### src/rtl/player_life_controller.sv
// player_life_controller: game-level sequencer that owns lives, level count,
// death/respawn timing and game-over. It gates the arrow keys toward the
// movement block, requests a position reload on (re)spawn, and drives the
// sprite visibility and death-animation frame index.
// All timed states count startOfFrame pulses in a shared 9-bit counter that
// clears on every state change.
// Handshake note: there is no valid/ready traffic here; respawnReq is a
// registered single-cycle strobe that the movement block consumes
// unconditionally on the cycle it is high.
module player_life_controller #(
  parameter int unsigned INITIAL_LIVES      = 3,
  parameter int unsigned START_DELAY_FRAMES = 32,
  parameter int unsigned DEATH_FRAMES       = 256,
  parameter int unsigned RESPAWN_FRAMES     = 64
) (
  input  logic       clk,
  input  logic       resetN,
  input  logic       startOfFrame,
  input  logic       startGame,
  input  logic       playerHit,
  input  logic       levelDone,
  input  logic [3:0] arrowsIn,
  output logic [3:0] arrowsOut,
  output logic       respawnReq,
  output logic       visible,
  output logic [1:0] deathImage,
  output logic [2:0] lives,
  output logic [3:0] level,
  output logic       gameOver,
  output logic [2:0] state
);

  typedef enum logic [2:0] {
    S_IDLE        = 3'd0,
    S_READY       = 3'd1,
    S_PLAY        = 3'd2,
    S_DYING       = 3'd3,
    S_RESPAWN     = 3'd4,
    S_LEVEL_CLEAR = 3'd5,
    S_GAME_OVER   = 3'd6
  } state_t;

  // Last frameCnt value of each timed state; the transition fires on the
  // frame pulse seen while the counter holds this value.
  localparam logic [8:0] START_LAST   = 9'(START_DELAY_FRAMES - 1);
  localparam logic [8:0] DEATH_LAST   = 9'(DEATH_FRAMES - 1);
  localparam logic [8:0] RESPAWN_LAST = 9'(RESPAWN_FRAMES - 1);
  localparam logic [2:0] LIVES_INIT   = 3'(INITIAL_LIVES);

  state_t     cur_state;
  logic [8:0] frame_cnt;
  logic [2:0] lives_q;
  logic [3:0] level_q;
  logic       respawn_req_q;

  // Sequencer: state, frame counter, lives, level and the respawn strobe.
  always_ff @(posedge clk or negedge resetN) begin
    if (!resetN) begin
      cur_state     <= S_IDLE;
      frame_cnt     <= 9'd0;
      lives_q       <= LIVES_INIT;
      level_q       <= 4'd0;
      respawn_req_q <= 1'b0;
    end else begin
      // The strobe is one cycle wide unless a transition below re-arms it.
      respawn_req_q <= 1'b0;
      case (cur_state)
        S_IDLE, S_GAME_OVER: begin
          if (startGame) begin
            cur_state     <= S_READY;
            frame_cnt     <= 9'd0;
            lives_q       <= LIVES_INIT;
            level_q       <= 4'd0;
            respawn_req_q <= 1'b1;
          end
        end
        S_READY: begin
          if (startOfFrame) begin
            if (frame_cnt == START_LAST) begin
              cur_state <= S_PLAY;
              frame_cnt <= 9'd0;
            end else begin
              frame_cnt <= frame_cnt + 9'd1;
            end
          end
        end
        S_PLAY: begin
          // A lethal hit outranks finishing the level in the same cycle.
          if (playerHit) begin
            cur_state <= S_DYING;
            frame_cnt <= 9'd0;
            if (lives_q != 3'd0) lives_q <= lives_q - 3'd1;
          end else if (levelDone) begin
            cur_state <= S_LEVEL_CLEAR;
            frame_cnt <= 9'd0;
            if (level_q != 4'd15) level_q <= level_q + 4'd1;
          end
        end
        S_DYING: begin
          if (startOfFrame) begin
            if (frame_cnt == DEATH_LAST) begin
              frame_cnt <= 9'd0;
              if (lives_q == 3'd0) begin
                cur_state <= S_GAME_OVER;
              end else begin
                cur_state     <= S_RESPAWN;
                respawn_req_q <= 1'b1;
              end
            end else begin
              frame_cnt <= frame_cnt + 9'd1;
            end
          end
        end
        S_RESPAWN: begin
          // Invulnerable: playerHit is not looked at here.
          if (levelDone) begin
            cur_state <= S_LEVEL_CLEAR;
            frame_cnt <= 9'd0;
            if (level_q != 4'd15) level_q <= level_q + 4'd1;
          end else if (startOfFrame) begin
            if (frame_cnt == RESPAWN_LAST) begin
              cur_state <= S_PLAY;
              frame_cnt <= 9'd0;
            end else begin
              frame_cnt <= frame_cnt + 9'd1;
            end
          end
        end
        S_LEVEL_CLEAR: begin
          if (startOfFrame) begin
            if (frame_cnt == START_LAST) begin
              cur_state     <= S_READY;
              frame_cnt     <= 9'd0;
              respawn_req_q <= 1'b1;
            end else begin
              frame_cnt <= frame_cnt + 9'd1;
            end
          end
        end
        default: begin
          cur_state <= S_IDLE;
          frame_cnt <= 9'd0;
        end
      endcase
    end
  end

  // Output decode from registered state; no extra latency on the keys.
  always_comb begin
    arrowsOut  = 4'b0000;
    visible    = 1'b0;
    deathImage = 2'd0;
    gameOver   = 1'b0;
    case (cur_state)
      S_READY, S_LEVEL_CLEAR: visible = 1'b1;
      S_PLAY: begin
        arrowsOut = arrowsIn;
        visible   = 1'b1;
      end
      S_DYING: begin
        visible    = 1'b1;
        deathImage = frame_cnt[7:6];
      end
      S_RESPAWN: begin
        arrowsOut = arrowsIn;
        visible   = ~frame_cnt[2];
      end
      S_GAME_OVER: gameOver = 1'b1;
      default: ;
    endcase
  end

  assign respawnReq = respawn_req_q;
  assign lives      = lives_q;
  assign level      = level_q;
  assign state      = cur_state;

endmodule

### config.mk
export PLATFORM = sky130hd
export DESIGN_NAME = player_life_controller
export DESIGN_NICKNAME = d
export VERILOG_FILES = /design/src/rtl/player_life_controller.sv
export SDC_FILE = /design/constraint.sdc
export NUM_CORES = 1
export LEC_CHECK = 0
export BUFFER_PORTS_ARGS = -buffer_cell sky130_fd_sc_hd__buf_4
export CAP_MARGIN = 5
export CORE_AREA = 2 2 56 58
export DETAILED_ROUTE_END_ITERATION = 12
export DIE_AREA = 0 0 58 60
export PLACE_DENSITY = 0.8
export REMOVE_ABC_BUFFERS = 1
export SYNTH_ARGS = -nofsm -noshare
export SYNTH_HDL_FRONTEND = slang
export SYNTH_SLANG_ARGS = --single-unit
### constraint.sdc
create_clock -name clk -period 2.25 [get_ports clk]
set_input_delay 0.1125 -clock clk [delete_from_list [all_inputs] [get_ports clk]]
set_output_delay 0.1125 -clock clk [all_outputs]
set_load 0.01 [all_outputs]
Word-level counts from Yosys, hierarchy flattened
Index checks and enable logic that the tools add are counted.

Multipliers: 0. Add/sub/neg operators: 3. Reduce and logical (&&, ||, !) cells: 13. Div/mod/pow operators: 0. Order comparisons: 0. Bitwise gates (word level): 1. Eq/ne operators: 24. Shift-type cells: 0. Multiplexer cells: 45.

Operators by type and width (number): $mux W9 (10); $mux W3 (15); $pmux W9 S5 (1); $mux W4 (5); $ne A2 B2 Y1 const B (10); $pmux W3 S6 (1); $pmux W4 S3 (1); $reduce_and A10 Y1 (1); $add A9 B1 Y9 const B (1); $eq A3 B3 Y1 const B (3); $eq A9 B5 Y1 const B (1); $eq A9 B6 Y1 const B (1); $eq A9 B8 Y1 const B (1); $ne A3 B3 Y1 const B (3); $mux W1 (7); $eq A3 B2 Y1 const B (2); $logic_not A3 Y1 (2); $pmux W3 S2 (1); $reduce_bool A3 Y1 (2); $reduce_or A2 Y1 (3); $reduce_and A5 Y1 (1); $add A4 B1 Y4 const B (1); $mux W2 (2); $ne A4 B4 Y1 const B (1); other kinds (10) (10).

Output and inout port bits: 19. ROM bits: 0. Bits in latches: 0. Logic and storage cells: 91. Input bits: 10. Memories kept: 0. RAM bits: 0. Bits in registers: 20.

Depth between registers and ports, before layout
Word-level depth: 5. Depth in mapped cells: 8. Mapped depth without buffers: 8.

Least setup slack after synthesis
OpenSTA, ideal clock, no wires.

Kind: register -> register. From: register frame_cnt[2]. To: register cur_state[1], in the netlist state[1]. Cell stages (with the launch flop): 8. Data arrival time: 1.840 ns. Setup slack: 0.285 ns. Required time: 2.125 ns. Setup time: 0.125 ns. Buffers on the path: 0. Period minus slack after synthesis: 1.965 ns. Cells stage by stage: dfrtp_1 -> and4_4 -> nand2_1 -> nor3_1 -> ha_1 -> o211ai_4 -> or2_4 -> mux2_4.

Longest elaborated chain between the ends: 3. Elaborated cells between the ends (all ways): 8. Those cells by class: 7 x eq/ne; 1 x reduce/logical.

RTL lines: from (decl) (RTL line 51) `logic [8:0] frame_cnt;`; from (signal assigned) (RTL line 83) `frame_cnt <= frame_cnt + 9'd1;`; from (signal assigned) (RTL line 110) `frame_cnt <= frame_cnt + 9'd1;`; from (signal assigned) (RTL line 125) `frame_cnt <= frame_cnt + 9'd1;`; $eq A9 B6 Y1 (tied with other cells) (RTL line 121) `if (frame_cnt == RESPAWN_LAST) begin`; $ne A3 B3 Y1 (no line) / $ne A2 B2 Y1 (equally long branches); $reduce_and A10 Y1 (no line) (*); to (signal assigned) (RTL line 117) `cur_state <= S_LEVEL_CLEAR;`; to (signal assigned) (RTL line 122) `cur_state <= S_PLAY;`; to (signal assigned) (RTL line 132) `cur_state <= S_READY;`; to (decl) (RTL line 50) `state_t cur_state;`.

Mark *: on every way between the ends. The rest lies on a longest branch, timed or not. A chain may end at the register's enable or synchronous reset.

Worst setup path after layout
From: register frame_cnt[0]. To: register cur_state[1], in the netlist state[1].

The elaborated chain is that of the path after synthesis.

==> summary.md <==
| Metric | Value |
|---|---|
| WS Path Type | `reg -> reg` |
| Max-cap violation count | `0` |
| Core Region | `0.00290 mm2` |
| Routed wire length | `3520 um` |
| N_diodes | `0` |
| Final hold vios | `0` |
| Xor and xnor area share after synthesis | `0%` |
| I/O Buffers | `28` |
| Yosys cell types | `56` |
| Root Buffer | `clkbuf_4` |
| FFs w/ async S/R, synth | `100%` |
| Worst path max stage delay | `0.43 ns` |
| Top delay family on crit path | `simple AND/OR/NAND/NOR gates` |
| Relative slew slack | `66.9%` |
| Worst-path clk slew | `0.12 ns` |
| Total CTS buffers | `3` |
| Total track usage | `21.3%` |
| TritonCTS Sinks | `20` |
| Crit-path max FO | `10` |
| Antenna Nets Post-Route | `0` |
| CTS H-Tree Depth | `1` |
| Sequential share of the synthesized area | `34.5%` |
| Largest family of logic cells by synthesized area | `simple AND/OR/NAND/NOR gates` |
| Largest net degree at the start of global routing | `22` |
| Max clock buf depth | `2` |
| Nets@finish | `213` |
| Pleak | `0.814 nW` |
| Status | `completed` |
| Ys flop type | `dfrtp_1` |
| Clk_lat worst skew | `0.31 ns` |
| Crit-path cells | `ha_1 > nor4b_2 > a211o_1 > o211ai_4 > or2_4 > mux2_4` |
| Die ar. | `0.00348 mm2` |
| Final TNS setup | `0 ns` |
| CP bufs+invs | `0` |
| Die width | `58 um` |
| Reg area | `507 um2` |
| HPWL after detailed placement | `2580 um` |
| Share of post-route cells with drive strength above 1 | `30.1%` |
| CP Capture Type | `register` |
| Setup bufs post-CTS | `0` |
| Vias per inst | `6.05` |
| Drt drc | `0` |
| Setup Skew | `0.00506 ns` |
| Min Tclk post-route | `2.07 ns` |
| Pwr Total | `2.16 mW` |
| Filler cells | `270` |
| Syn Inst Count | `165` |
| TritonCTS clock tree | `built` |
| First-pass GRT wire length | `5770 um` |
| Adder-Cell Fraction of Synth Area | `5.15%` |
| Hold Path Class | `in -> async` |
| CP startpoint kind | `register` |
| Fin. max-slew vios | `0` |
| WP data arrival | `2.28 ns` |
| Total grt overflow | `0` |
| Syn Area/Cell | `8.84 um2` |
| Tcrit/Tclk final | `92.1%` |
| Area delta synth->final | `21.0%` |
| Initial Util | `50.3%` |
| # IOs | `29` |
| Mux contribution to synthesized area | `4.03%` |
| Power density over the cells | `1230 mW/mm2` |
| Most common cell after layout, fill and taps aside | `buf_4` |
| Reg2reg path depth | `6` |
| Via count | `1386` |
| Final setup fails | `0` |
| Initial antenna violation count | `0` |
| R2r endpoint | `state[1]` |
| Worst reg2reg path startpoint | `frame_cnt[0]` |
| # rows | `20` |
| RSZ-0062 raised after global routing | `no` |
| Critical path's slowest cell | `dfrtp_1` |
| Die Ht | `60 um` |
| Synth Area in Compound Gates | `24.8%` |
| R2R Setup Slk | `0.18 ns` |
| Post-Synth Simple-Gate Area | `25.5%` |
| Achievable Freq | `483 MHz` |
| Mapped cell area | `0.00146 mm2` |
| Ys Warns | `0` |
| Peak VDD IR | `0.737 mV` |
| Vias in the first global route | `1315` |
| CP required | `2.46 ns` |
| RePlAce Congestion | `0.861` |
| Worst Tran Pin Value | `0.496 ns` |
| First-pass DRT Iterations | `4` |
| Synth Register Bits | `20` |
| Most frequent cells in the layout | `buf_4 (33), nor2_1 (16), dfrtp_1 (15)` |
| DR WL/cell | `15.4 um` |
| Initial drt markers | `39` |
| EDFF count, synth | `0` |
| Multi-input combinational cell area | `875 um2` |
## layout make-up
| type | instances | area share [%] |
|---|---|---|
| timing repair buffer | 34 | 14.6 |
| clock buffer | 4 | 2.06 |
| tap | 33 | 2.34 |
| inverter | 13 | 2.76 |
| multi-input combinational | 125 | 49.5 |
| sequential | 20 | 28.7 |
## cell families (layout without fill, tap and decap cells)
family | Yosys count | after routing
simple gates | 67 | 67
mux | 5 | 5
buf+inv | 20 | 51
compound gates | 47 | 47
flops | 20 | 20
fa+ha+maj | 6 | 6
## layer usage
layer	track usage, %	vias to the layer above	routed length [um]
met5	0	-	0
met4	9.30	0	58
met3	2.81	7	213
met2	37.2	48	1750
met1	26.2	671	1500
li1	-	660	-
## how the worst max path moves through the flow
stage / slack [ns] / depth (start not counted) / to / startpoint
2_1_floorplan: 0.24 / 5 / state[1] / state[1]
3_3_place_gp: 0.19 / 7 / state[1] / frame_cnt[2]
3_5_place_dp: 0.08 / 7 / state[1] / frame_cnt[2]
4_1_cts: 0.06 / 6 / arrowsOut[2] / state[2]
5_1_grt: 0.04 / 7 / state[1] / frame_cnt[3]
6_report: 0.18 / 6 / state[1] / frame_cnt[0]
## worst reg2reg max path: stages, from the launching register on
cell	delay, ns
dfrtp_1	0.43
ha_1	0.24
nor4b_2	0.35
a211o_1	0.23
o211ai_4	0.16
or2_4	0.28
mux2_4	0.29
## state kept, by name (all words and copies together) (netlist names)
name,flops
state,3
frame_cnt,9
respawnReq,1
level,4
lives,3
## synth_stat cells, types with 2 or more instances
cell type | instances | area share [%]
a21o_2 | 2 | 1.2
a21oi_1 | 9 | 3.1
a22o_1 | 2 | 1.2
a31oi_1 | 2 | 0.86
and2_1 | 5 | 2.1
buf_2 | 2 | 0.69
buf_4 | 3 | 1.5
dfrtp_1 | 18 | 31
dfstp_2 | 2 | 3.6
ha_1 | 6 | 5.1
inv_1 | 13 | 3.3
mux2_2 | 2 | 1.5
nand2_1 | 12 | 3.1
nand2b_1 | 3 | 1.3
nand3_1 | 10 | 3.4
nor2_1 | 16 | 4.1
nor2b_1 | 5 | 2.1
nor3_1 | 2 | 0.69
o211ai_1 | 2 | 1.0
o21a_1 | 2 | 1.0
o21ai_0 | 9 | 3.1
o2bb2ai_1 | 3 | 1.8
o31ai_1 | 2 | 1.0
## per-stage QoR
stage,instances,util [%],cell area [um2],setup WS (ns),hold slack [ns]
global route,229,60.8,1770,0.0376,0.218
global placement,224,58.8,1710,0.193,0.00704
floorplan,158,-,1420,0.236,-0.183
detailed placement,224,58.8,1710,0.0831,0.0100
finish,229,60.8,1770,0.178,0.203
CTS,229,60.4,1750,0.0633,0.213
## repair_timing
action	in CTS	in global routing
setup endpoints to repair	0	7
hold buffers	1	0
resized for setup	0	5
hold endpoints to repair	20	0
## report_power, final
group,switching (mW),internal (mW)
combinational,0.712,0.615
sequential,0.147,0.471
clock,0.119,0.0989
total,0.978,1.19
Note: power is estimated with default switching activity, not from simulation.
